File: src/rtl/ofs_plat_avalon_mem_rdwr_credit_fence_ctrl_if.sv
// ofs_plat_avalon_mem_rdwr_credit_fence_ctrl_if
//
// Handshake-only view of an Avalon read/write memory port. Address, data
// and byte-enable buses travel outside this bundle. Burstcount and the
// write user flags are included because flow control depends on them.
//
// Modports:
//   master  issues requests (read, write, burstcount, user) and receives
//           waitrequest, readdatavalid and writeresponsevalid.
//   slave   the mirror image: accepts requests and returns the stall and
//           response strobes.
interface ofs_plat_avalon_mem_rdwr_credit_fence_ctrl_if #(
  parameter int BURST_CNT_WIDTH = 7,
  parameter int USER_WIDTH      = 8
);
  logic                       rd_read;
  logic [BURST_CNT_WIDTH-1:0] rd_burstcount;
  logic                       rd_waitrequest;
  logic                       rd_readdatavalid;

  logic                       wr_write;
  logic [BURST_CNT_WIDTH-1:0] wr_burstcount;
  logic [USER_WIDTH-1:0]      wr_user;
  logic                       wr_waitrequest;
  logic                       wr_writeresponsevalid;

  modport master (
    output rd_read, rd_burstcount, wr_write, wr_burstcount, wr_user,
    input  rd_waitrequest, rd_readdatavalid, wr_waitrequest, wr_writeresponsevalid
  );

  modport slave (
    input  rd_read, rd_burstcount, wr_write, wr_burstcount, wr_user,
    output rd_waitrequest, rd_readdatavalid, wr_waitrequest, wr_writeresponsevalid
  );
endinterface

File: src/rtl/ofs_plat_avalon_mem_rdwr_credit_fence_ctrl.sv
// ofs_plat_avalon_mem_rdwr_credit_fence_ctrl
//
// Flow-control sequencer between an AFU-side Avalon read/write source and a
// host-memory sink. New read bursts are gated on a line-credit budget, new
// write bursts on a burst-credit budget. A write fence (SOP with the fence
// user bit set) is held until every earlier write has completed, issued
// alone, and later writes are held until the fence's own response returns.
//
// Ports:
//   clk, reset_n       clock and asynchronous active-low reset
//   src                slave side facing the AFU source
//   snk                master side facing the host-memory sink
//   rd_lines_active    outstanding read lines
//   wr_bursts_active   outstanding write bursts
//   fence_busy         fence sequencer is not idle
//   err_fence_burst    sticky: a fence arrived with burstcount != 1
module ofs_plat_avalon_mem_rdwr_credit_fence_ctrl #(
  parameter int BURST_CNT_WIDTH       = 7,
  parameter int USER_WIDTH            = 8,
  parameter int FENCE_BIT             = 0,
  parameter int MAX_ACTIVE_RD_LINES   = 256,
  parameter int MAX_ACTIVE_WR_BURSTS  = 64,
  parameter int BLOCK_WRITE_WITH_READ = 0
) (
  input  logic clk,
  input  logic reset_n,
  ofs_plat_avalon_mem_rdwr_credit_fence_ctrl_if.slave  src,
  ofs_plat_avalon_mem_rdwr_credit_fence_ctrl_if.master snk,
  output logic [$clog2(MAX_ACTIVE_RD_LINES+1)-1:0]  rd_lines_active,
  output logic [$clog2(MAX_ACTIVE_WR_BURSTS+1)-1:0] wr_bursts_active,
  output logic fence_busy,
  output logic err_fence_burst
);

  localparam int RD_CNT_W = $clog2(MAX_ACTIVE_RD_LINES+1);
  localparam int WR_CNT_W = $clog2(MAX_ACTIVE_WR_BURSTS+1);
  // Wide enough that count + burstcount (or count + max burst) never wraps.
  localparam int SUM_W    = RD_CNT_W + BURST_CNT_WIDTH;

  localparam logic [SUM_W-1:0]    RD_MAX    = SUM_W'(MAX_ACTIVE_RD_LINES);
  localparam logic [SUM_W-1:0]    MAX_BURST = SUM_W'(1 << (BURST_CNT_WIDTH-1));
  localparam logic [WR_CNT_W-1:0] WR_MAX    = WR_CNT_W'(MAX_ACTIVE_WR_BURSTS);

  typedef enum logic [1:0] {
    FENCE_IDLE,
    FENCE_DRAIN,
    FENCE_WAIT
  } fence_state_e;

  fence_state_e state, state_next;

  logic [SUM_W-1:0]           rd_sum;
  logic                       rd_ok, rd_accept;
  logic [RD_CNT_W-1:0]        rd_next;

  logic [BURST_CNT_WIDTH-1:0] beats_left;
  logic                       wr_sop, wr_accept, wr_sop_accept;
  logic                       is_fence, fence_sop;
  logic                       credit_ok, rd_room_ok, fsm_ok, sop_ok;
  logic [WR_CNT_W-1:0]        wr_next;

  // Payload-related fields and response strobes pass straight through.
  assign snk.rd_burstcount         = src.rd_burstcount;
  assign snk.wr_burstcount         = src.wr_burstcount;
  assign snk.wr_user               = src.wr_user;
  assign src.rd_readdatavalid      = snk.rd_readdatavalid;
  assign src.wr_writeresponsevalid = snk.wr_writeresponsevalid;

  // Read gate: a burst may only enter if all its lines fit in the budget.
  assign rd_sum             = SUM_W'(rd_lines_active) + SUM_W'(src.rd_burstcount);
  assign rd_ok              = (rd_sum <= RD_MAX);
  assign snk.rd_read        = src.rd_read & rd_ok;
  assign src.rd_waitrequest = snk.rd_waitrequest | ~rd_ok;
  assign rd_accept          = snk.rd_read & ~snk.rd_waitrequest;

  // Net read-line count; an accepted burst in the same cycle covers a
  // returning line, otherwise a return at zero saturates.
  always_comb begin
    rd_next = rd_lines_active;
    if (rd_accept)
      rd_next = rd_lines_active + RD_CNT_W'(src.rd_burstcount);
    if (snk.rd_readdatavalid && (rd_next != '0))
      rd_next = rd_next - RD_CNT_W'(1);
  end

  // Write SOP qualification. Only SOP beats are gated; mid-burst beats
  // always follow the sink so a started burst can never be stranded.
  assign wr_sop     = (beats_left == '0);
  assign is_fence   = src.wr_user[FENCE_BIT];
  assign fence_sop  = src.wr_write & wr_sop & is_fence;
  assign credit_ok  = (wr_bursts_active < WR_MAX);
  assign rd_room_ok = (BLOCK_WRITE_WITH_READ == 0) ||
                      ((SUM_W'(rd_lines_active) + MAX_BURST) <= RD_MAX);
  assign sop_ok     = credit_ok & rd_room_ok & fsm_ok;

  assign snk.wr_write       = src.wr_write & (~wr_sop | sop_ok);
  assign src.wr_waitrequest = snk.wr_waitrequest | (wr_sop & ~sop_ok);
  assign wr_accept          = snk.wr_write & ~snk.wr_waitrequest;
  assign wr_sop_accept      = wr_accept & wr_sop;

  // Net write-burst count with saturation at zero.
  always_comb begin
    wr_next = wr_bursts_active;
    if (wr_sop_accept)
      wr_next = wr_bursts_active + WR_CNT_W'(1);
    if (snk.wr_writeresponsevalid && (wr_next != '0))
      wr_next = wr_next - WR_CNT_W'(1);
  end

  // Fence permission for the current SOP. Kept apart from the next-state
  // logic because the next state depends on acceptance, which depends on
  // this permission.
  always_comb begin
    fsm_ok = 1'b0;
    case (state)
      FENCE_IDLE:  fsm_ok = ~is_fence;
      FENCE_DRAIN: fsm_ok = is_fence && (wr_bursts_active == '0);
      default:     fsm_ok = 1'b0;
    endcase
  end

  // Fence next state. WAIT exits on the edge where the count reaches zero,
  // so the freed slot is usable in the following cycle. DRAIN falls back to
  // IDLE if the source stops presenting the fence.
  always_comb begin
    state_next = state;
    case (state)
      FENCE_IDLE: begin
        if (fence_sop)
          state_next = FENCE_DRAIN;
      end
      FENCE_DRAIN: begin
        if (!fence_sop)
          state_next = FENCE_IDLE;
        else if (wr_accept)
          state_next = FENCE_WAIT;
      end
      FENCE_WAIT: begin
        if (wr_next == '0)
          state_next = FENCE_IDLE;
      end
      default: state_next = FENCE_IDLE;
    endcase
  end

  // State, counters, burst tracking and the sticky fence error.
  always_ff @(posedge clk or negedge reset_n) begin
    if (!reset_n) begin
      state            <= FENCE_IDLE;
      rd_lines_active  <= '0;
      wr_bursts_active <= '0;
      beats_left       <= '0;
      err_fence_burst  <= 1'b0;
    end else begin
      state            <= state_next;
      rd_lines_active  <= rd_next;
      wr_bursts_active <= wr_next;
      if (wr_accept) begin
        if (!wr_sop)
          beats_left <= beats_left - BURST_CNT_WIDTH'(1);
        else if (src.wr_burstcount != '0)
          beats_left <= src.wr_burstcount - BURST_CNT_WIDTH'(1);
        else
          beats_left <= '0;
      end
      if (fence_sop && (src.wr_burstcount != BURST_CNT_WIDTH'(1)))
        err_fence_burst <= 1'b1;
    end
  end

  assign fence_busy = (state != FENCE_IDLE);

  // A response while nothing is outstanding means the sink or source broke
  // protocol; the hardware saturates but simulation must stop loudly.
  rd_underflow: assert property (@(posedge clk) disable iff (!reset_n)
    !(snk.rd_readdatavalid && !rd_accept && (rd_lines_active == '0)))
    else $fatal(1, "read line counter underflow");

  wr_underflow: assert property (@(posedge clk) disable iff (!reset_n)
    !(snk.wr_writeresponsevalid && !wr_sop_accept && (wr_bursts_active == '0)))
    else $fatal(1, "write burst counter underflow");

endmodule
File: src/flat_wrapper.sv
// flat-port wrapper written by rule: the top's interface ports become plain ports
module ofs_plat_avalon_mem_rdwr_credit_fence_ctrl_flat 
#(
  parameter int BURST_CNT_WIDTH       = 7,
  parameter int USER_WIDTH            = 8,
  parameter int FENCE_BIT             = 0,
  parameter int MAX_ACTIVE_RD_LINES   = 256,
  parameter int MAX_ACTIVE_WR_BURSTS  = 64,
  parameter int BLOCK_WRITE_WITH_READ = 0
)
  (clk, reset_n, rd_lines_active, wr_bursts_active, fence_busy, err_fence_burst, src_rd_read, src_rd_burstcount, src_wr_write, src_wr_burstcount, src_wr_user, src_rd_waitrequest, src_rd_readdatavalid, src_wr_waitrequest, src_wr_writeresponsevalid, snk_rd_read, snk_rd_burstcount, snk_wr_write, snk_wr_burstcount, snk_wr_user, snk_rd_waitrequest, snk_rd_readdatavalid, snk_wr_waitrequest, snk_wr_writeresponsevalid);
  ofs_plat_avalon_mem_rdwr_credit_fence_ctrl_if #(.BURST_CNT_WIDTH(BURST_CNT_WIDTH), .USER_WIDTH(USER_WIDTH)) src_i ();
  ofs_plat_avalon_mem_rdwr_credit_fence_ctrl_if #(.BURST_CNT_WIDTH(BURST_CNT_WIDTH), .USER_WIDTH(USER_WIDTH)) snk_i ();
  input  logic clk;
  input  logic reset_n;
  output logic [$clog2(MAX_ACTIVE_RD_LINES+1)-1:0] rd_lines_active;
  output logic [$clog2(MAX_ACTIVE_WR_BURSTS+1)-1:0] wr_bursts_active;
  output logic fence_busy;
  output logic err_fence_burst;
  input wire logic [$bits(src_i.rd_read)-1:0] src_rd_read;
  input wire logic [$bits(src_i.rd_burstcount)-1:0] src_rd_burstcount;
  input wire logic [$bits(src_i.wr_write)-1:0] src_wr_write;
  input wire logic [$bits(src_i.wr_burstcount)-1:0] src_wr_burstcount;
  input wire logic [$bits(src_i.wr_user)-1:0] src_wr_user;
  output wire logic [$bits(src_i.rd_waitrequest)-1:0] src_rd_waitrequest;
  output wire logic [$bits(src_i.rd_readdatavalid)-1:0] src_rd_readdatavalid;
  output wire logic [$bits(src_i.wr_waitrequest)-1:0] src_wr_waitrequest;
  output wire logic [$bits(src_i.wr_writeresponsevalid)-1:0] src_wr_writeresponsevalid;
  output wire logic [$bits(snk_i.rd_read)-1:0] snk_rd_read;
  output wire logic [$bits(snk_i.rd_burstcount)-1:0] snk_rd_burstcount;
  output wire logic [$bits(snk_i.wr_write)-1:0] snk_wr_write;
  output wire logic [$bits(snk_i.wr_burstcount)-1:0] snk_wr_burstcount;
  output wire logic [$bits(snk_i.wr_user)-1:0] snk_wr_user;
  input wire logic [$bits(snk_i.rd_waitrequest)-1:0] snk_rd_waitrequest;
  input wire logic [$bits(snk_i.rd_readdatavalid)-1:0] snk_rd_readdatavalid;
  input wire logic [$bits(snk_i.wr_waitrequest)-1:0] snk_wr_waitrequest;
  input wire logic [$bits(snk_i.wr_writeresponsevalid)-1:0] snk_wr_writeresponsevalid;
  assign src_i.rd_read = src_rd_read;
  assign src_i.rd_burstcount = src_rd_burstcount;
  assign src_i.wr_write = src_wr_write;
  assign src_i.wr_burstcount = src_wr_burstcount;
  assign src_i.wr_user = src_wr_user;
  assign src_rd_waitrequest = src_i.rd_waitrequest;
  assign src_rd_readdatavalid = src_i.rd_readdatavalid;
  assign src_wr_waitrequest = src_i.wr_waitrequest;
  assign src_wr_writeresponsevalid = src_i.wr_writeresponsevalid;
  assign snk_rd_read = snk_i.rd_read;
  assign snk_rd_burstcount = snk_i.rd_burstcount;
  assign snk_wr_write = snk_i.wr_write;
  assign snk_wr_burstcount = snk_i.wr_burstcount;
  assign snk_wr_user = snk_i.wr_user;
  assign snk_i.rd_waitrequest = snk_rd_waitrequest;
  assign snk_i.rd_readdatavalid = snk_rd_readdatavalid;
  assign snk_i.wr_waitrequest = snk_wr_waitrequest;
  assign snk_i.wr_writeresponsevalid = snk_wr_writeresponsevalid;
  ofs_plat_avalon_mem_rdwr_credit_fence_ctrl #(.BURST_CNT_WIDTH(BURST_CNT_WIDTH), .USER_WIDTH(USER_WIDTH), .FENCE_BIT(FENCE_BIT), .MAX_ACTIVE_RD_LINES(MAX_ACTIVE_RD_LINES), .MAX_ACTIVE_WR_BURSTS(MAX_ACTIVE_WR_BURSTS), .BLOCK_WRITE_WITH_READ(BLOCK_WRITE_WITH_READ)) u_core (.clk(clk), .reset_n(reset_n), .src(src_i), .snk(snk_i), .rd_lines_active(rd_lines_active), .wr_bursts_active(wr_bursts_active), .fence_busy(fence_busy), .err_fence_burst(err_fence_burst));
endmodule
File: config.mk
export PLATFORM = sky130hd
export DESIGN_NAME = ofs_plat_avalon_mem_rdwr_credit_fence_ctrl_flat
export DESIGN_NICKNAME = d
export VERILOG_FILES = /design/src/rtl/ofs_plat_avalon_mem_rdwr_credit_fence_ctrl_if.sv /design/src/rtl/ofs_plat_avalon_mem_rdwr_credit_fence_ctrl.sv /design/src/flat_wrapper.sv
export SDC_FILE = /design/constraint.sdc
export NUM_CORES = 1
export LEC_CHECK = 0
export ABC_AREA = 0
export CORE_MARGIN = 2
export CORE_UTILIZATION = 53
export DETAILED_ROUTE_END_ITERATION = 10
export MAX_ROUTING_LAYER = met4
export PLACE_DENSITY = 0.95
export SLEW_MARGIN = 25
export SYNTH_ARGS = -nofsm -noshare
export SYNTH_HDL_FRONTEND = slang
export SYNTH_SLANG_ARGS = --single-unit
export TNS_END_PERCENT = 20
File: constraint.sdc
create_clock -name clk -period 6.5 [get_ports clk]
set_clock_uncertainty 0.05 [all_clocks]
set_input_delay 1.3 -clock clk [delete_from_list [all_inputs] [get_ports clk]]
set_output_delay 1.3 -clock clk [all_outputs]
set_load 0.05 [all_outputs]
==> results of run 1 <==
[worst max-delay path: cells and delay by family]
| kind | cells | cell delay, ns |
|---|---|---|
| buffers and inverters | 2 | 1.26 |
| and+or+nand+nor | 2 | 0.37 |
| adders and majority gates | 1 | 0.31 |
| AOI/OAI and AO/OA | 5 | 1.54 |
[path summary, 6_finish.rpt]
kind	slack, ns	startpoint	to	cells past startpoint
worst max-delay path	0.39	src_rd_burstcount[1]	snk_rd_read	10
worst min-delay path	0.45	u_core.err_fence_burst	u_core.err_fence_burst	1
worst max register to register	1.46	u_core.rd_lines_active[0]	u_core.rd_lines_active[4]	18
worst min register to register	0.45	u_core.err_fence_burst	u_core.err_fence_burst	1
max in group asynchronous	4.79	reset_n	u_core.rd_lines_active[5]	2
min in group asynchronous	1.34	reset_n	u_core.wr_bursts_active[1]	2
[cell type report]
cell class                 instances  area [µm²]
fill                             438        1770
clock buffer                       3       41.29
tap                               70       87.58
timing repair buffer              63       625.6
clock inverter                     1       30.03
inverter                          15       56.30
multi-input combinational        239        1813
sequential                        26       650.6
[stage by stage]
stage	total power, µW	instance area, µm²	cells	worst slack [ns]
3_3_place_gp	1533	3233	413	0.4272
5_1_grt	1846	3304	417	0.1448
6_report	1722	3304	417	0.3871
4_1_cts	1721	3304	417	0.4001
3_5_place_dp	1579	3233	413	0.1767
2_1_floorplan	1292	2768	313	1.223
[kinds of logic (layout without fill, tap and decap cells)]
family,count (synthesis),after routing,synth area share [%]
AO/OA/AOI/OAI,66,66,18.76
XOR/XNOR,24,24,7.595
adder cells (fa/ha/maj),15,15,7.053
buffers and inverters,48,82,10.98
flip-flops,26,26,23.51
multiplexers,13,13,5.063
AND/OR/NAND/NOR,121,121,27.03
[synth_stat cells, types with 4 or more instances]
cell,number
sky130_fd_sc_hd__nor2_1,18
sky130_fd_sc_hd__mux2i_1,10
sky130_fd_sc_hd__nor3b_1,5
sky130_fd_sc_hd__o22ai_1,8
sky130_fd_sc_hd__dfrtp_1,26
sky130_fd_sc_hd__xnor2_1,14
sky130_fd_sc_hd__nand2_1,22
sky130_fd_sc_hd__nor3_1,12
sky130_fd_sc_hd__a21oi_1,9
sky130_fd_sc_hd__and2_1,6
sky130_fd_sc_hd__and3_1,4
sky130_fd_sc_hd__ha_1,14
sky130_fd_sc_hd__inv_1,15
sky130_fd_sc_hd__buf_4,24
sky130_fd_sc_hd__clkbuf_1,4
sky130_fd_sc_hd__or2_2,4
sky130_fd_sc_hd__a211oi_1,4
sky130_fd_sc_hd__o21ai_0,11
sky130_fd_sc_hd__nand2b_1,5
sky130_fd_sc_hd__or3_1,4
sky130_fd_sc_hd__xor2_1,10
sky130_fd_sc_hd__nand3_1,9
[flip-flops by register name (all words and copies together), names as in the netlist]
signal                   flops
u_core.rd_lines_active       9
u_core.beats_left            7
u_core.wr_bursts_active      7
u_core.state                 2
u_core.err_fence_burst       1
[power by group through the flow]
stage               Combinational, µW  Sequential, µW  Clock [µW]
global placement                 1160             376           0
global route                     1300             398         145
floorplan                         775             517           0
CTS                              1200             380         137
detailed placement               1200             381           0
finish                           1210             382         135
[layer usage]
| layer | up-vias | wire, µm |
|---|---|---|
| met5 | - | 0 |
| met4 | 0 | 59 |
| met3 | 7 | 365 |
| met2 | 98 | 3355 |
| met1 | 1217 | 2768 |
| li1 | 1208 | - |
==> summary by stage, run 1 <==
Status
The flow ran to the end, and the final reports show no timing, DRC or antenna violations.

Worst setup path
Of all nets on the critical path, the largest fanout is 5. The slowest stage cell on the critical path is sky130_fd_sc_hd__clkdlybuf4s50_1. The worst path required time is 5.15 ns.

The arrival time of the worst setup path is 4.76 ns. The endpoint class of the critical path is an output pin. The kind of critical path is in -> out. The worst setup path is launched from an input pin.

Traced cell by cell, the critical path runs through clkdlybuf4s50_1 -> ha_1 -> a211oi_1 -> or4b_1 -> o2111ai_1 -> a21oi_1 -> a21oi_1 -> a21oi_1 -> and2_1 -> clkdlybuf4s50_1. In this design, the stage delay of the slowest critical-path cell is 0.80 ns. By instance count, the cell type seen most on the critical path is sky130_fd_sc_hd__a21oi_1.

GRT
In this run the most used layer during global routing was met2. The fraction of met3 tracks used by global routing is 3.318%. For this run the aggregate overflow at the end of global routing stands at 0. Across every metal layer, demand over resource in global routing totals 23.72%. The global-route track usage on met1 is 28.82%.

The first global-routing pass estimated 11.35 mm of wire. The initial antenna violation count is 0. The number of global-route vias before repair was 2541.

The global-route met2 utilization is 41.77%. Entering global routing, the biggest net connects 27 pins.

Power
The internal power component is 795.0 µW. Across the VDD grid, the largest voltage drop is 306.0 µV. The switching power total is 927.3 µW.

The sequential cell fraction of total power is 22.2%. The proportion of total power due to net switching is 53.84%. Combinational cells account for 70.0% of the total power.

For this design the static power due to leakage is 0.001324 µW. The share of total power in the clock network is 7.9%. In this run the power density over the cells is 521.2 nW/µm².

Clock network
Clock-pin slew was measured on the worst setup and hold paths at 0.10 ns. CTS built an H-tree with a depth of 1. The number of cells upsized or downsized after cts is 0. TritonCTS built the clock tree. The post-CTS setup repair buffer count is 0.

No sink is reached through more buffers than the 2 on the longest clock path. For this design, the CTS-stage hold fixing added 0 buffers. The clock net in this run drives a total of 26 sinks. The clock network latency to the later pin of the worst-skew pair is 0.28 ns.

The cell sitting at the root of the clock tree is a sky130_fd_sc_hd__clkbuf_8. The number of CTS-inserted buffers is 3.

Floorplan
In this run the standard cell core region covers 5075 µm². The die boundary height is 76.27 µm. The initial core utilization is 54.54%.

The die covers 5816 µm². The floorplan step set the die width to 76.27 µm. For this design the top-level I/O count stands at 76. The floorplan has 26 rows.

STA
The worst hold slack across all endpoints is 0.4534 ns. The final-report setup violation count is 0. The hold violation count in the final report is 0. The worst-margin pin slew is 0.6912 ns.

The clock period could shrink to 6.113 ns. The max-slew violation count came to 0. The total negative setup slack is 0 ns.

The fmax is 0.1636 GHz. Setup repair after global routing left no endpoint under its margin. The worst pin sits at a relative slew slack of 53.70%.

The worst path uses 94.04% of the clock period.

Synth
The top cell type by area accounts for 23.51% of the synthesized area. In the synthesized netlist the async set-or-reset flop fraction comes to 100.0%. Counting every net in the synthesized netlist gives 358. The largest total area in the synthesized netlist belongs to sky130_fd_sc_hd__dfrtp_1. The most instantiated flip-flop cell in the synthesis netlist is sky130_fd_sc_hd__dfrtp_1. The synthesized instance count is 313. The flip-flop and latch count after synthesis is 26. Of the synthesized area, sequential elements account for 23.51%. The mean cell area of the mapped netlist is 8.842 µm². The number of enable-type register cells in the synthesized netlist is 0.

By area the synthesized netlist is led by sky130_fd_sc_hd__dfrtp_1 (24%), sky130_fd_sc_hd__buf_4 (6.5%), sky130_fd_sc_hd__ha_1 (6.3%), sky130_fd_sc_hd__xnor2_1 (4.4%), sky130_fd_sc_hd__mux2i_1 (3.6%). The Yosys step of the flow raised 0 warnings. The synthesized area is 2768 µm². Synthesis instantiated 73 different standard cells from the library.

Min path
The min-delay analysis places its worst path in the category reg -> reg.

Routing
The detailed-route wire length per cell is 15.71 µm. In this run the remaining antenna-violating nets after routing total 0. The detailed-route wire length is 6.549 mm. The total number of vias is 2530.

The detail-routed via count per cell is 6.067. The first-pass iteration count of the detailed router is 5. The number of violations reported at the end of detailed-routing iteration 0 is 214. For this run, design rule violations remaining after detail routing come to 0.

Layout
0 antenna diodes ended up in the layout. The leading cell type in the layout, fill and taps excluded is sky130_fd_sc_hd__clkdlybuf4s50_1. The net total in the final layout is 393. The top cell types in the final layout, fill and taps aside, are sky130_fd_sc_hd__clkdlybuf4s50_1 (61), sky130_fd_sc_hd__dfrtp_1 (26), sky130_fd_sc_hd__nand2_1 (22).

Relative to the synthesized area, the layout overhead comes to 19.39%. Of the cells placed in the final design, the portion with a size suffix greater than 1 is 10.37%. The utilization of the core after routing is 65.11%.

Flow run
The total of max-cap violations is 0.

Place
Buffers placed on the I/O ports in this run total 61. The post-detailed-placement half-perimeter wirelength is 5.127 mm. At the end of routability-driven placement, the weighted congestion stood at 0.9305.
Power figures use the tool's default switching activity.
==> inputs of run 2 (changes only) <==
--- a/config.mk
+++ b/config.mk
@@ -7,10 +7,11 @@
 export LEC_CHECK = 0
 export ABC_AREA = 0
 export CORE_MARGIN = 2
-export CORE_UTILIZATION = 53
+export CORE_UTILIZATION = 45
+export CTS_CLUSTER_DIAMETER = 30
 export DETAILED_ROUTE_END_ITERATION = 10
 export MAX_ROUTING_LAYER = met4
-export PLACE_DENSITY = 0.95
+export PLACE_DENSITY = 0.89
 export SLEW_MARGIN = 25
 export SYNTH_ARGS = -nofsm -noshare
 export SYNTH_HDL_FRONTEND = slang
==> constraint.sdc (replaced) <==
create_clock -name clk -period 5.4 [get_ports clk]
set_clock_uncertainty 0.05 [all_clocks]
set_input_delay 1.08 -clock clk [delete_from_list [all_inputs] [get_ports clk]]
set_output_delay 1.08 -clock clk [all_outputs]
set_load 0.05 [all_outputs]
==> run 2 against run 1 <==
Compared with the run above:
- via count increased by 2.2%
- design area increased by 4.8%
- worst setup slack got worse by 0.22 ns
- sequential power increased by 20%
- global-route usage decreased by 2.8 points
- wire length increased by 2.6%
- clock-buffer cell count increased by 1
==> summary by stage, run 2 (same netlist as run 1, synthesis figures left out) <==
Layout
The area growth from synthesis to layout is 25.14%. The leading cell type in the layout, fill and taps excluded is sky130_fd_sc_hd__clkdlybuf4s50_1. In the layout the commonest cells are sky130_fd_sc_hd__clkdlybuf4s50_1 (59), sky130_fd_sc_hd__dfrtp_1 (26), sky130_fd_sc_hd__nand2_1 (22). The filler-free cell count of the finished design is 440 (+5.5%).

The largest register by flop count is u_core.rd_lines_active. The utilization of the core after routing is 58.50% (-6.6 points). The number of antenna cells inserted is 0 (unchanged).

The number of flip-flops under the largest register name is 9 (unchanged). The largest registers in the layout are u_core.rd_lines_active (9), u_core.beats_left (7), u_core.wr_bursts_active (7). The final standard cell area without fillers is 3463 µm² (+4.8%).

The net total in the final layout was 411 (+4.6%). The share of post-route cells with drive strength above 1 was 15.89% (+5.5 points). The final-layout fill cell count is 515 (+18%).

Place
The placed cell area is 3374 µm² (+4.4%). The port buffer count is 61 (unchanged). The post-detailed-placement half-perimeter wirelength was 5.221 mm (+1.8%).

The global placer's final weighted congestion is 0.9570 (+2.8%). The number of cells in the design after placement is 435 (+5.3%).

Floorplan
The total die area came to 6794 µm² (+17%). The floorplan core area is 5921 µm² (+17%). The die boundary height is 82.43 µm (+8.1%). The number of standard-cell rows in the floorplan came to 28 (+7.7%).

The number of top-level pins is 76 (unchanged). The chip width came to 82.43 µm (+8.1%). The initial core utilization is 46.75% (-7.8 points).

Power
The maximum resistive drop on vdd is 343.6 µV (+12%). The cell leakage power is 0.001415 µW (+6.8%). The switching power total is 1159 µW (+25%).

The internal power component is 1019 µW (+28%). The total power per unit cell area was 629.1 nW/µm² (+21%). The sequential cell fraction of total power came to 21.1% (-1.1 points).

The share of total power in the clock network is 5.7% (-2.2 points). The combinational share of power was 73.2% (+3.2 points). The proportion of total power due to net switching is 53.21% (-0.63 points).

Worst setup path
The endpoint class of the critical path is a flop. The worst path required time is 5.49 ns (+0.34 ns). The flop-to-flop setup slack was 0.99 ns (-0.47 ns).

The kind of critical path is in -> reg. The delay of the slowest critical-path stage is 0.49 ns (-0.31 ns). For this design, the slowest cell found on the critical path is sky130_fd_sc_hd__clkdlybuf4s50_1. The arrival time of the worst setup path is 5.32 ns (+0.56 ns). The critical path goes through clkdlybuf4s50_1 -> ha_1 -> inv_1 -> fa_1 -> nor2b_4 -> o2111a_2 -> o21ai_1 -> a2111oi_4 -> a31oi_4 -> mux2_2 -> ha_1 -> nand2_1 -> or3_1 -> or3_1 -> o311a_2 -> nand2_1 -> o32ai_2 -> xor2_1. Among cell families on the critical path, the largest total delay comes from compound AO/OA/AOI/OAI gates. The total buffers and inverters traversed by the critical path is 2 (unchanged).

The kind of start point of the critical path is an input pin. The source of the worst register-to-register timing path is u_core.rd_lines_active[0]. The worst register-to-register path ends at u_core.rd_lines_active[7]. The number of cells traversed by the worst register-to-register path is 17 (-1). The maximum net fanout on the critical path came to 4 (-1).

Routing
The detailed-route wire length is 6.717 mm (+2.6%). The number of violations reported at the end of detailed-routing iteration 0 is 137 (-36%). The detail-routed via count per cell was 5.875 (-3.2%). The post-route antenna net violation count is 0 (unchanged). The post-detailed-route DRC marker count came to 0 (unchanged). The first-pass iteration count of the detailed router came to 5 (unchanged). The total number of vias is 2585 (+2.2%). The detailed-route wire length per cell is 15.27 µm (-2.8%).

Status
The flow ran to the end, and the final reports show no timing, DRC or antenna violations.

Clock network
The hold buffer count at cts is 0 (unchanged). The number of CTS-inserted buffers is 3 (unchanged). TritonCTS built the clock tree. The number of clock sinks came to 26 (unchanged). The clock root buffer master is sky130_fd_sc_hd__clkbuf_8. The clock transition time at the flip-flop clock pins of the worst setup and hold paths is 0.09 ns (about the same). The clock network latency to the later pin of the worst-skew pair came to 0.27 ns (about the same). The number of levels the H-tree was split into is 1 (unchanged). The maximum clock path buffer count is 2 (unchanged).

STA
The hold violation count in the final report is 0 (unchanged). The worst-margin pin slew was 0.7086 ns (+0.01734 ns). The time the final worst path needs with I/O delays and setup is 5.231 ns. The normalized max-slew margin is 52.59% (-1.1 points). The total negative setup slack is 0 ns (unchanged). The worst hold slack across all endpoints is 0.4404 ns (-0.01300 ns).

The max-slew violation count is 0 (unchanged). The final-report setup violation count is 0 (unchanged). The fmax is 0.1912 GHz. Of the available clock period, the critical path in the final layout requires 96.87%.

Min path
The worst hold path depth was 1 (unchanged). The worst hold path terminates at u_core.err_fence_burst. The path category of the worst min-delay check is reg -> reg.

The startpoint of the most critical hold path is u_core.err_fence_burst.

GRT
The number of global-route vias before repair came to 2469 (-2.8%). The combined global-route utilization of all metal layers is 20.91% (-2.8 points). The initial antenna violation count came to 0 (unchanged). The maximum number of pins on one net before global-route repair is 27 (unchanged). The first-pass GRT wire length is 10.96 mm (-3.5%). The total grt overflow was 0 (unchanged).

Flow run
The total of max-cap violations is 0 (unchanged).
==> run 2: area by class of cell <==
cell class              instances  area [µm²]  share of cell area, %
multi-input cells             239        1839                  53.11
clock buffers                   4       55.05                  1.590
well taps                      75       93.84                  2.710
flip-flops and latches         26       650.6                  18.79
inverters                      15       56.30                  1.626
repair buffers                 81       768.2                  22.18
==> run 2: worst max-delay path by stage <==
stage | to | from | cells past startpoint | slack [ns]
floorplan | u_core.rd_lines_active[6] | src_rd_burstcount[0] | 20 | 0.34
global placement | u_core.rd_lines_active[7] | src_rd_burstcount[0] | 18 | -0.08
detailed placement | u_core.rd_lines_active[7] | src_rd_burstcount[0] | 18 | -0.19
CTS | u_core.rd_lines_active[7] | src_rd_burstcount[0] | 18 | 0.06
global route | u_core.rd_lines_active[3] | src_rd_burstcount[0] | 19 | -0.01
finish | u_core.rd_lines_active[7] | src_rd_burstcount[0] | 18 | 0.17
==> run 2: power by group through the flow <==
| stage | sequential, µW | clock (µW) | combinational, µW |
|---|---|---|---|
| global placement | 455 | 0 | 1510 |
| global route | 479 | 137 | 1730 |
| floorplan | 622 | 0 | 933 |
| finish | 460 | 124 | 1590 |
| CTS | 456 | 128 | 1560 |
| detailed placement | 460 | 0 | 1550 |
==> run 2: through the flow <==
stage               worst slack [ns]  total power, µW
finish                        0.1690             2179
floorplan                     0.3428             1555
global route                -0.01203             2344
CTS                          0.06159             2146
detailed placement           -0.1853             2010
global placement            -0.08441             1966
==> run 2: repair_timing <==
| item | CTS | global route |
|---|---|---|
| setup buffers | 0 | 1 |
| resized for setup | 0 | 5 |
| setup endpoints to repair | 0 | 8 |
==> run 2: routing by layer <==
metal	vias up	part of all wire [%]	track usage, %
li1	1241	-	-
met5	-	0	-
met4	0	0.43	4.500
met3	4	6.5	2.500
met1	1228	42	24.58
met2	112	51	38.15
==> inputs of run 3 (changes only) <==
--- a/config.mk
+++ b/config.mk
@@ -10,9 +10,9 @@
 export CORE_UTILIZATION = 45
 export CTS_CLUSTER_DIAMETER = 30
 export DETAILED_ROUTE_END_ITERATION = 10
+export GPL_TIMING_DRIVEN = 0
 export MAX_ROUTING_LAYER = met4
 export PLACE_DENSITY = 0.89
-export SLEW_MARGIN = 25
 export SYNTH_ARGS = -nofsm -noshare
 export SYNTH_HDL_FRONTEND = slang
 export SYNTH_SLANG_ARGS = --single-unit
==> run 3 against run 2 <==
Compared with the run above:
- wire length grew 2.3%
- final cell count grew 6.1%
- global-route usage shrank 0.46 points
- first-iteration DRC count grew 63%
- sequential power shrank 6.3%
- sequential cell count is the same
- clock power grew 4%
- clock-buffer cell count is the same
- worst setup slack lost 0.027 ns
- maximum frequency shrank 0.51%
- total power grew 0.56%
- hold slack gained 0.015 ns
- critical endpoint is now u_core.rd_lines_active[6]
==> summary by stage, run 3 (same netlist as run 1, synthesis figures left out) <==
Place
The global placer's final weighted congestion came to 0.8418 (-12%). The post-detailed-placement half-perimeter wirelength is 5.243 mm (+0.43%). The setup slack at placement is -0.6464 ns (-0.4611 ns).

The port buffer count came to 68 (+11%). The placed cell area is 3542 µm² (+5.0%).

Power
The maximum resistive drop on vdd is 340.4 µV (-0.91%). The sequential cell fraction of total power is 19.7% (-1.4 points). The proportion of total power due to net switching is 53.49% (+0.28 points). The combinational share of power came to 74.5% (+1.3 points). The share of total power in the clock network is 5.9% (+0.2 points). The switching power total came to 1172 µW (+1.1%). The total power per unit cell area came to 588.4 nW/µm² (-6.5%). The cell leakage power is 0.001541 µW (+8.9%). The internal power component is 1019 µW (about the same).

Floorplan
The chip width came to 82.43 µm (unchanged). The total die area came to 6794 µm² (unchanged). The die boundary height is 82.43 µm (unchanged). The number of top-level pins is 76 (unchanged). The floorplan core area was 5921 µm² (unchanged). The number of standard-cell rows in the floorplan is 28 (unchanged). The initial core utilization is 46.75% (unchanged).

Layout
The net total in the final layout came to 438 (+6.6%). The number of flip-flops under the largest register name is 9 (unchanged). The area growth from synthesis to layout is 34.54%.

The library cells used most frequently in the layout, excluding fill and tap cells, are sky130_fd_sc_hd__clkdlybuf4s50_1 (66), sky130_fd_sc_hd__buf_4 (31), sky130_fd_sc_hd__dfrtp_1 (26). The utilization of the core after routing is 62.89% (+4.4 points). Leaving out fill and tap cells, the most frequent cell in the layout is sky130_fd_sc_hd__clkdlybuf4s50_1. The number of antenna cells inserted is 0 (unchanged). The share of post-route cells with drive strength above 1 is 20.41% (+4.5 points). The largest registers in the layout are u_core.rd_lines_active (9), u_core.beats_left (7), u_core.wr_bursts_active (7). The final standard cell area without fillers came to 3724 µm² (+7.5%). The register with the most flip-flops in the final layout is u_core.rd_lines_active.

Routing
The detail-routed via count per cell was 5.694 (-3.1%). The post-route antenna net violation count is 0 (unchanged). The total number of vias is 2659 (+2.9%). The detailed-route wire length per cell was 14.71 µm (-3.6%). The number of violations reported at the end of detailed-routing iteration 0 is 223 (+63%). The detailed-route wire length is 6.871 mm (+2.3%).

The first-pass iteration count of the detailed router is 5 (unchanged). The post-detailed-route DRC marker count is 0 (unchanged).

STA
The worst-case setup margin in the final layout is 0.1420 ns (-0.02701 ns). The worst hold slack across all endpoints is 0.4550 ns (+0.01460 ns). The final-report setup violation count is 0 (unchanged). The total negative setup slack is 0 ns (unchanged). The fmax is 0.1902 GHz (-0.51%).

The worst-margin pin slew came to 1.151 ns (+0.4421 ns). The normalized max-slew margin is 23.05% (-30 points). The max-slew violation count is 0 (unchanged).

The hold violation count in the final report is 0 (unchanged). The portion of the clock cycle consumed by the worst path in the final layout is 97.37% (+0.50 points). The time the final worst path needs with I/O delays and setup is 5.258 ns (+0.02701 ns).

GRT
The first-pass GRT wire length came to 10.84 mm (-1.1%). The total grt overflow was 0 (unchanged). The number of global-route vias before repair is 2487 (+0.73%).

The initial antenna violation count came to 0 (unchanged). The combined global-route utilization of all metal layers is 20.44% (-0.46 points). The maximum number of pins on one net before global-route repair is 27 (unchanged).

Worst setup path
The worst path required time is 5.51 ns (+0.02 ns). The maximum net fanout on the critical path is 8 (+4). The worst setup path is of the in -> reg kind. The endpoint class of the critical path is a flop. The kind of start point of the critical path is an input pin. The arrival time of the worst setup path came to 5.37 ns (+0.05 ns).

Status
The run finished with clean final reports.

Clock network
TritonCTS built the clock tree. The clock transition time at the flip-flop clock pins of the worst setup and hold paths is 0.09 ns (about the same). The number of levels the H-tree was split into is 1 (unchanged). The clock network latency to the later pin of the worst-skew pair is 0.28 ns (about the same). The maximum clock path buffer count is 2 (unchanged). The clock root buffer master is sky130_fd_sc_hd__clkbuf_8. The number of CTS-inserted buffers is 3 (unchanged). The hold buffer count at cts is 0 (unchanged). The number of clock sinks is 26 (unchanged).

Flow run
The total of max-cap violations came to 0 (unchanged).

Min path
The path category of the worst min-delay check is reg -> reg.
-- run 3: final cells by class --
cell class / count / area (µm²)
inverters: 15 / 56.30
well taps: 75 / 93.84
repair buffers: 75 / 734.5
flip-flops and latches: 26 / 650.6
multi-input cells: 239 / 1886
plain buffers: 33 / 247.7
clock buffers: 4 / 55.05
fillers: 491 / 2197
-- run 3: timing repair --
| item | CTS | global route |
|---|---|---|
| buffers inserted | 1 | 6 |
| endpoints found under the setup margin | 9 | 10 |
| pin swaps | 0 | 8 |
| gates resized for setup | 4 | 13 |
-- run 3: path summary, 6_finish.rpt --
| path | startpoint | to | slack, ns | cells after the start |
|---|---|---|---|---|
| setup reg to reg | u_core.rd_lines_active[0] | u_core.rd_lines_active[6] | 0.69 | 20 |
| max in group asynchronous | reset_n | u_core.rd_lines_active[6] | 3.25 | 1 |
| hold / removal | u_core.err_fence_burst | u_core.err_fence_burst | 0.45 | 1 |
| setup / recovery | src_rd_burstcount[4] | u_core.rd_lines_active[6] | 0.14 | 19 |
| hold reg to reg | u_core.err_fence_burst | u_core.err_fence_burst | 0.45 | 1 |
| min in group asynchronous | reset_n | u_core.state[0] | 1.36 | 1 |
-- run 3: metal layers --
layer / share of wire [%] / track usage (%) / vias to the layer above
li1: - / - / 1289
met1: 42 / 24.19 / 1261
met2: 51 / 36.94 / 96
met3: 5.3 / 1.413 / 13
met4: 1.7 / 6.333 / 0
met5: 0 / - / -
-- run 3: metrics by stage --
stage / power (µW) / instances
after floorplan: 1555 / 313
after global placement: 1906 / 456
after detailed placement: 1958 / 456
after CTS: 2100 / 461
after global routing: 2343 / 467
final: 2191 / 467
-- run 3: power groups by stage --
stage	clock (µW)	sequential [µW]	combinational, µW
after detailed placement	0	428	1530
after global routing	138	448	1760
after global placement	0	421	1490
after floorplan	0	622	933
final	129	431	1630
after CTS	130	427	1540
-- run 3: critical path, cell delays in order --
cell	delay (ns)
sky130_fd_sc_hd__clkdlybuf4s50_1	0.43
sky130_fd_sc_hd__ha_2	0.40
sky130_fd_sc_hd__a21oi_1	0.09
sky130_fd_sc_hd__o21bai_1	0.32
sky130_fd_sc_hd__o2111ai_1	0.20
sky130_fd_sc_hd__nor3b_4	0.20
sky130_fd_sc_hd__and2_1	0.17
sky130_fd_sc_hd__buf_6	0.14
sky130_fd_sc_hd__a31oi_4	0.18
sky130_fd_sc_hd__buf_6	0.14
sky130_fd_sc_hd__mux2i_4	0.23
sky130_fd_sc_hd__ha_2	0.22
sky130_fd_sc_hd__nand2_1	0.08
sky130_fd_sc_hd__or3_4	0.34
sky130_fd_sc_hd__or3_4	0.36
sky130_fd_sc_hd__o311ai_4	0.42
sky130_fd_sc_hd__nor2_1	0.10
sky130_fd_sc_hd__xnor2_1	0.17
sky130_fd_sc_hd__mux2i_1	0.09
